--- src/rtl/usb_tx_serializer_pkg.sv ---
// Shared USB transmit definitions: FSM state type, SYNC pattern, stuffing limit
// and line encodings used by both transmit and receive paths.
package usb_tx_pkg;

   typedef enum logic [2:0] {
      ST_IDLE,
      ST_SYNC,
      ST_DATA,
      ST_EOP_SE0,
      ST_EOP_J
   } tx_state_e;

   localparam logic [7:0] SYNC_BYTE   = 8'h80;
   localparam logic [2:0] STUFF_LIMIT = 3'd6;

   // Line encodings as {d_plus, d_minus}
   localparam logic [1:0] LINE_J   = 2'b10;
   localparam logic [1:0] LINE_K   = 2'b01;
   localparam logic [1:0] LINE_SE0 = 2'b00;

endpackage

--- src/rtl/usb_tx_serializer_if.sv ---
// Byte handshake between the output buffer (master) and the transmit serializer (slave).
interface usb_tx_serializer_if;

   logic [7:0] tx_data;
   logic       tx_valid;
   logic       tx_last;
   logic       tx_ready;

   modport master (output tx_data, output tx_valid, output tx_last, input tx_ready);
   modport slave  (input tx_data, input tx_valid, input tx_last, output tx_ready);

endinterface

--- src/rtl/usb_tx_serializer_bit_timer.sv ---
// Bit-period counter: runs 0..CLKS_PER_BIT-1 while not cleared, tick_o marks the last clock.
module tx_bit_timer #(
   parameter int CLKS_PER_BIT = 8
) (
   input  logic clk,
   input  logic n_rst,
   input  logic clr_i,
   output logic tick_o
);

   localparam logic [3:0] TC = 4'(CLKS_PER_BIT - 1);

   logic [3:0] cnt_q, cnt_d;

   assign tick_o = (cnt_q == TC);

   always_comb begin
      cnt_d = cnt_q + 4'd1;
      if (clr_i || tick_o) begin
         cnt_d = 4'd0;
      end
   end

   always_ff @(posedge clk) begin
      if (!n_rst) begin
         cnt_q <= 4'd0;
      end else begin
         cnt_q <= cnt_d;
      end
   end

endmodule

--- src/rtl/usb_tx_serializer.sv ---
// USB full-speed transmit bit engine: holding register, shifter, bit stuffing, NRZI and EOP.
// Define USB_TX_SYNC_EN to generate SYNC internally; otherwise upstream sends 0x80 first.
//
// state      | meaning
// IDLE       | line at J, waiting for a byte in the holding register
// SYNC       | shifting the internal SYNC byte
// DATA       | shifting packet bytes, stuffing after six 1s
// EOP_SE0    | two bit periods of SE0
// EOP_J      | one bit period of J, then back to IDLE
module usb_tx_serializer
   import usb_tx_pkg::*;
#(
   parameter int CLKS_PER_BIT = 8
) (
   input  logic               clk,
   input  logic               n_rst,
   usb_tx_serializer_if.slave tx,
   output logic               d_plus,
   output logic               d_minus,
   output logic               tx_busy,
   output logic               tx_done,
   output logic               tx_error
);

   tx_state_e  state_q, state_d;
   logic [7:0] hold_data_q, hold_data_d;
   logic       hold_last_q, hold_last_d;
   logic       hold_full_q, hold_full_d;
   logic [7:0] sh_q, sh_d;
   logic [3:0] sh_cnt_q, sh_cnt_d;
   logic       last_q, last_d;
   logic [2:0] ones_q, ones_d;
   logic       nrzi_j_q, nrzi_j_d;
   logic [1:0] line_q, line_d;
   logic       eop_q, eop_d;
   logic       abort_q, abort_d;
   logic       done_q, done_d;
   logic       error_q, error_d;
   logic       tick, accept, take, emit, emit_bit;

   tx_bit_timer #(.CLKS_PER_BIT(CLKS_PER_BIT)) u_bit_timer (
      .clk    (clk),
      .n_rst  (n_rst),
      .clr_i  (state_q == ST_IDLE),
      .tick_o (tick)
   );

   always_comb begin
      state_d     = state_q;
      hold_data_d = hold_data_q;
      hold_last_d = hold_last_q;
      hold_full_d = hold_full_q;
      sh_d        = sh_q;
      sh_cnt_d    = sh_cnt_q;
      last_d      = last_q;
      ones_d      = ones_q;
      nrzi_j_d    = nrzi_j_q;
      line_d      = line_q;
      eop_d       = eop_q;
      abort_d     = abort_q;
      done_d      = 1'b0;
      error_d     = 1'b0;
      take        = 1'b0;
      emit        = 1'b0;
      emit_bit    = 1'b0;
      accept      = tx.tx_valid & ~hold_full_q;

      case (state_q)
         ST_IDLE: begin
            if (hold_full_q) begin
`ifdef USB_TX_SYNC_EN
               state_d  = ST_SYNC;
               sh_d     = {1'b0, SYNC_BYTE[7:1]};
               sh_cnt_d = 4'd7;
               emit     = 1'b1;
               emit_bit = SYNC_BYTE[0];
`else
               state_d  = ST_DATA;
               take     = 1'b1;
`endif
            end
         end
`ifdef USB_TX_SYNC_EN
         ST_SYNC,
`endif
         ST_DATA: begin
            if (tick) begin
               // A pending stuff bit preempts shifting, byte boundaries and EOP
               if (ones_q == STUFF_LIMIT) begin
                  emit = 1'b1;
               end else if (sh_cnt_q != 4'd0) begin
                  emit     = 1'b1;
                  emit_bit = sh_q[0];
                  sh_d     = {1'b0, sh_q[7:1]};
                  sh_cnt_d = sh_cnt_q - 4'd1;
               end else if ((state_q == ST_DATA) && last_q) begin
                  state_d = ST_EOP_SE0;
                  line_d  = LINE_SE0;
                  eop_d   = 1'b0;
               end else if (hold_full_q) begin
                  state_d = ST_DATA;
                  take    = 1'b1;
               end else begin
                  state_d = ST_EOP_SE0;
                  line_d  = LINE_SE0;
                  eop_d   = 1'b0;
                  error_d = 1'b1;
                  abort_d = 1'b1;
               end
            end
         end
         ST_EOP_SE0: begin
            if (tick) begin
               if (!eop_q) begin
                  eop_d = 1'b1;
               end else begin
                  state_d = ST_EOP_J;
                  line_d  = LINE_J;
               end
            end
         end
         ST_EOP_J: begin
            if (tick) begin
               state_d  = ST_IDLE;
               line_d   = LINE_J;
               nrzi_j_d = 1'b1;
               ones_d   = 3'd0;
               abort_d  = 1'b0;
               done_d   = ~abort_q;
            end
         end
         default: state_d = ST_IDLE;
      endcase

      if (take) begin
         emit        = 1'b1;
         emit_bit    = hold_data_q[0];
         sh_d        = {1'b0, hold_data_q[7:1]};
         sh_cnt_d    = 4'd7;
         last_d      = hold_last_q;
         hold_full_d = 1'b0;
      end

      if (emit) begin
         if (emit_bit) begin
            ones_d = ones_q + 3'd1;
         end else begin
            ones_d   = 3'd0;
            nrzi_j_d = ~nrzi_j_q;
         end
         line_d = nrzi_j_d ? LINE_J : LINE_K;
      end

      if (accept) begin
         hold_full_d = 1'b1;
         hold_data_d = tx.tx_data;
         hold_last_d = tx.tx_last;
      end
      // After an underrun abort, late bytes are dropped until the packet ends
      if (abort_q) begin
         hold_full_d = 1'b0;
      end
   end

   always_ff @(posedge clk) begin
      if (!n_rst) begin
         state_q     <= ST_IDLE;
         hold_data_q <= 8'd0;
         hold_last_q <= 1'b0;
         hold_full_q <= 1'b0;
         sh_q        <= 8'd0;
         sh_cnt_q    <= 4'd0;
         last_q      <= 1'b0;
         ones_q      <= 3'd0;
         nrzi_j_q    <= 1'b1;
         line_q      <= LINE_J;
         eop_q       <= 1'b0;
         abort_q     <= 1'b0;
         done_q      <= 1'b0;
         error_q     <= 1'b0;
      end else begin
         state_q     <= state_d;
         hold_data_q <= hold_data_d;
         hold_last_q <= hold_last_d;
         hold_full_q <= hold_full_d;
         sh_q        <= sh_d;
         sh_cnt_q    <= sh_cnt_d;
         last_q      <= last_d;
         ones_q      <= ones_d;
         nrzi_j_q    <= nrzi_j_d;
         line_q      <= line_d;
         eop_q       <= eop_d;
         abort_q     <= abort_d;
         done_q      <= done_d;
         error_q     <= error_d;
      end
   end

   assign tx.tx_ready = ~hold_full_q;
   assign d_plus      = line_q[1];
   assign d_minus     = line_q[0];
   assign tx_busy     = (state_q != ST_IDLE);
   assign tx_done     = done_q;
   assign tx_error    = error_q;

endmodule
--- src/flat_wrapper.sv ---
// flat-port wrapper written by rule: the top's interface ports become plain ports
module usb_tx_serializer_flat import usb_tx_pkg::*;
#(
   parameter int CLKS_PER_BIT = 8
)
  (clk, n_rst, d_plus, d_minus, tx_busy, tx_done, tx_error, tx_tx_data, tx_tx_valid, tx_tx_last, tx_tx_ready);
  usb_tx_serializer_if tx_i ();
  input  logic clk;
  input  logic n_rst;
  output logic d_plus;
  output logic d_minus;
  output logic tx_busy;
  output logic tx_done;
  output logic tx_error;
  input wire logic [$bits(tx_i.tx_data)-1:0] tx_tx_data;
  input wire logic [$bits(tx_i.tx_valid)-1:0] tx_tx_valid;
  input wire logic [$bits(tx_i.tx_last)-1:0] tx_tx_last;
  output wire logic [$bits(tx_i.tx_ready)-1:0] tx_tx_ready;
  assign tx_i.tx_data = tx_tx_data;
  assign tx_i.tx_valid = tx_tx_valid;
  assign tx_i.tx_last = tx_tx_last;
  assign tx_tx_ready = tx_i.tx_ready;
  usb_tx_serializer #(.CLKS_PER_BIT(CLKS_PER_BIT)) u_core (.clk(clk), .n_rst(n_rst), .tx(tx_i), .d_plus(d_plus), .d_minus(d_minus), .tx_busy(tx_busy), .tx_done(tx_done), .tx_error(tx_error));
endmodule
--- config.mk ---
export PLATFORM = sky130hd
export DESIGN_NAME = usb_tx_serializer_flat
export DESIGN_NICKNAME = d
export VERILOG_FILES = /design/src/rtl/usb_tx_serializer_pkg.sv /design/src/rtl/usb_tx_serializer_if.sv /design/src/rtl/usb_tx_serializer_bit_timer.sv /design/src/rtl/usb_tx_serializer.sv /design/src/flat_wrapper.sv
export SDC_FILE = /design/constraint.sdc
export NUM_CORES = 1
export LEC_CHECK = 0
export ABC_CLOCK_PERIOD_IN_PS = 2000
export BUFFER_PORTS_ARGS = -buffer_cell sky130_fd_sc_hd__buf_4
export CELL_PAD_IN_SITES_DETAIL_PLACEMENT = 1
export CELL_PAD_IN_SITES_GLOBAL_PLACEMENT = 2
export CORE_ASPECT_RATIO = 0.5
export CORE_MARGIN = 5
export CORE_UTILIZATION = 32
export CTS_CLUSTER_SIZE = 25
export DETAILED_ROUTE_END_ITERATION = 6
export PLACE_DENSITY_LB_ADDON = 0.1
export SLEW_MARGIN = 0
export SYNTH_ARGS = -nofsm -noshare
export SYNTH_HDL_FRONTEND = slang
export SYNTH_SLANG_ARGS = --single-unit
--- constraint.sdc ---
create_clock -name clk -period 2 [get_ports clk]
set_clock_uncertainty 0.1 [all_clocks]
set_input_delay 0.3 -clock clk [delete_from_list [all_inputs] [get_ports clk]]
set_output_delay 0.3 -clock clk [all_outputs]
set_load 0.005 [all_outputs]
==> results_dict.tcl <==
set metrics [dict create \
    yosys_warnings 0 \
    cts_hold_buf 0 \
    cp.arrival_ns 2.15 \
    setup.worst_path.start "u_core.sh_cnt_q[1]" \
    synthesis.area_um2 1930 \
    grt_max_degree 17 \
    io_pins 18 \
    yosysSeqAreaShare_pct 40.4 \
    fin_area_um2 2650 \
    placed_area_um2 2340 \
    grt-busiest-layer "met2" \
    period_minus_slack_ns 2.06 \
    drive_above_1_share_pct 36.7 \
    die_area_um2 7780 \
    grtUsageTotal_pct 15.1 \
    drt_wl_total_mm 5.45 \
    cts_tree "yes" \
    tightest_slew_ns 0.388 \
    synthCells 222 \
    vias 1732 \
    antenna_found_initial 0 \
    met1_usage_pct 18.2 \
    worstSetupEndpointType "register" \
    start_util_pct 32.4 \
    reg2reg_from "u_core.sh_cnt_q[1]" \
    fmax_mhz 485 \
    drtIter0Drc 37 \
    hold_path_class "input port to register" \
    maxSlewViolCount 0 \
    power_density_nw_per_um2 774 \
    crit_end "u_core.line_q[1]" \
    r2r_cells 8 \
    whs_path_depth 3 \
    synth_edf_count 0 \
    use_met2_pct 25.8 \
    critPathMaxFanout 4 \
    setup_ws_ns -0.0639 \
    die_w_um 120 \
    finalNonFillerCells 344 \
    period_share_pct 103 \
    met3_usage_pct 4.88 \
    async_flop_share_pct 0 \
    drc_errors 0 \
    worstSetupPathType "register to register" \
    cts-root-buf "clkbuf_16" \
    start_kind "register" \
    drt_first_pass_iters 4 \
    r2r_slack_ns -0.06 \
    viasPerCell 5.03 \
    ys_ff_latch 39 \
    p_leak_nw 1.07 \
    finalPower_mw 2.05 \
    wl_per_cell_um 15.8 \
    ys.flop_type "dfxtp_1" \
    setup_violations 1 \
    core_um2 5960 \
    cts_buffers 5 \
    cts.path.max_buffers 2 \
    ant_nets 0 \
    vdd_drop_max_v 0.000298 \
    syn_area_per_cell_um2 8.70 \
    clk_latency_ns 0.29 \
    cts_sinks 39 \
    hold-worst-slack_ns 0.158 \
    h-tree-depth 2 \
    rsz0062_at_grt "yes" \
    io_buffers 17 \
    cp.required_ns 2.08 \
    place_hpwl_mm 3.94 \
    die_y_um 64.9 \
    setup_tns_ns -0.0639 \
    status "finished, violations left" \
    path_clk_slew_ns 0.06 \
    violations "setup timing" \
    syn_nets 239 \
    nets 284 \
    rows 20 \
    place_inst 335 \
    synth.distinct_cells 55 \
    areaGrowthSynthToFinish_pct 37.3 \
    grt-ovfl-total 0 \
    reg2reg_to "u_core.line_q[1]" \
    hold_violations 0 \
    maxSlewHeadroom_pct 73.9 \
    grt_pass1_vias 1791 \
    grt_pass1_wl_mm 9.09 \
    cap_violations 0 \
    gp_congestion 0.792 \
    n_antenna_cell 0 \
]
-- state kept, by name, indices dropped and copies added, names as in the netlist, 2 cells and up --
register                  count
u_core.state_q                3
u_core.sh_q                   7
u_core.ones_q                 3
u_core.hold_data_q            8
u_core.sh_cnt_q               4
u_core.u_bit_timer.cnt_q      4
u_core.line_q                 2
-- where the power goes --
part / leakage [nW] / internal (mW) / switching [mW]
Sequential: 0.320 / 0.816 / 0.0260
Clock: 0.0759 / 0.581 / 0.331
Combinational: 0.678 / 0.151 / 0.147
Total: 1.07 / 1.55 / 0.504
-- cell usage after synthesis, types with 3 or more instances --
cell type	count	area share, %
nor2_1	15	2.9
a21oi_1	13	3.4
nand3_1	14	3.6
clkbuf_1	6	1.2
inv_1	8	1.6
buf_4	3	1.2
nor2b_1	4	1.3
and3_1	3	0.97
a21boi_0	12	4.7
ha_1	5	3.2
nand2b_1	4	1.3
nor4_1	3	0.97
nor3b_1	3	1.2
dfxtp_1	39	40
nand2_1	34	6.6
a22oi_1	4	1.6
xor2_1	4	1.8
nor3_1	4	1.0
-- worst max-delay path, stage by stage, from the launching register on --
cell     delay (ns)
dfxtp_2        0.32
inv_2          0.07
ha_4           0.13
or3b_4         0.40
buf_4          0.15
nand3_2        0.08
a21oi_4        0.08
or4_4          0.43
and3_1         0.20
-- cell usage in the layout (no fill, tap or decap), types with 3 or more instances in the layout --
| cell | netlist | final |
|---|---|---|
| nor3_1 | 4 | 3 |
| and3_1 | 3 | 3 |
| nor4_1 | 3 | 3 |
| nor2_1 | 15 | 14 |
| a21oi_1 | 13 | 10 |
| nor2b_1 | 4 | 4 |
| clkbuf_16 | 0 | 5 |
| buf_4 | 3 | 49 |
| or4_4 | 1 | 3 |
| a21boi_1 | 0 | 3 |
| nand2b_1 | 4 | 4 |
| xor2_1 | 4 | 4 |
| a22oi_2 | 0 | 3 |
| a21boi_0 | 12 | 9 |
| dfxtp_1 | 39 | 35 |
| nand3_1 | 14 | 12 |
| nand2_1 | 34 | 34 |
| dfxtp_2 | 0 | 4 |
| inv_1 | 8 | 6 |
-- cell families after synthesis --
kind of cell,Yosys count,share of synthesized area [%]
adders and majority gates,5,3.24
muxes,1,0.518
AOI/OAI and AO/OA,47,17.9
and+or+nand+nor,104,29.6
DFF,39,40.4
xor gates and xnor gates,6,2.72
buffers and inverters,20,5.57
-- final cells by class --
| type | instances | area [um^2] |
|---|---|---|
| multi-input combinational | 163 | 1200 |
| clock inverter | 2 | 37.5 |
| sequential | 39 | 786 |
| clock buffer | 5 | 125 |
| timing repair buffer | 50 | 379 |
| inverter | 8 | 30.0 |
| fill | 689 | 3300 |
| tap | 77 | 96.3 |
-- stage by stage --
| stage | util (%) | setup WS [ns] |
|---|---|---|
| 3_3_place_gp | 39.2 | -0.00547 |
| 4_1_cts | 42.7 | 0.00258 |
| 6_report | 44.5 | -0.0639 |
| 5_1_grt | 44.5 | -0.114 |
| 2_1_floorplan | - | 0.00743 |
| 3_5_place_dp | 39.2 | -0.0350 |
-- repair_timing --
| action | CTS | global route |
|---|---|---|
| gates resized for setup | 8 | 24 |
| pin swaps | 1 | 15 |
| endpoints found under the setup margin | 9 | 20 |
| buffers inserted | 0 | 3 |
| gates cloned | 0 | 0 |
-- worst min path at each step --
| stage | start | endpoint | slack (ns) |
|---|---|---|---|
| floorplan | u_core.u_bit_timer.cnt_q[0] | u_core.u_bit_timer.cnt_q[0] | 0.32 |
| CTS | tx_tx_data[7] | u_core.hold_data_q[7] | 0.15 |
| detailed placement | u_core.u_bit_timer.cnt_q[0] | u_core.u_bit_timer.cnt_q[0] | 0.35 |
| global route | tx_tx_data[7] | u_core.hold_data_q[7] | 0.16 |
| global placement | u_core.u_bit_timer.cnt_q[0] | u_core.u_bit_timer.cnt_q[0] | 0.33 |
| finish | tx_tx_data[7] | u_core.hold_data_q[7] | 0.16 |
-- routing by layer --
| layer | vias to the layer above | wire length, um |
|---|---|---|
| li1 | 871 | - |
| met1 | 838 | 2680 |
| met2 | 16 | 2530 |
| met3 | 7 | 174 |
| met4 | 0 | 65 |
| met5 | - | 0 |
No activity file was read; power rests on OpenSTA's default activity.
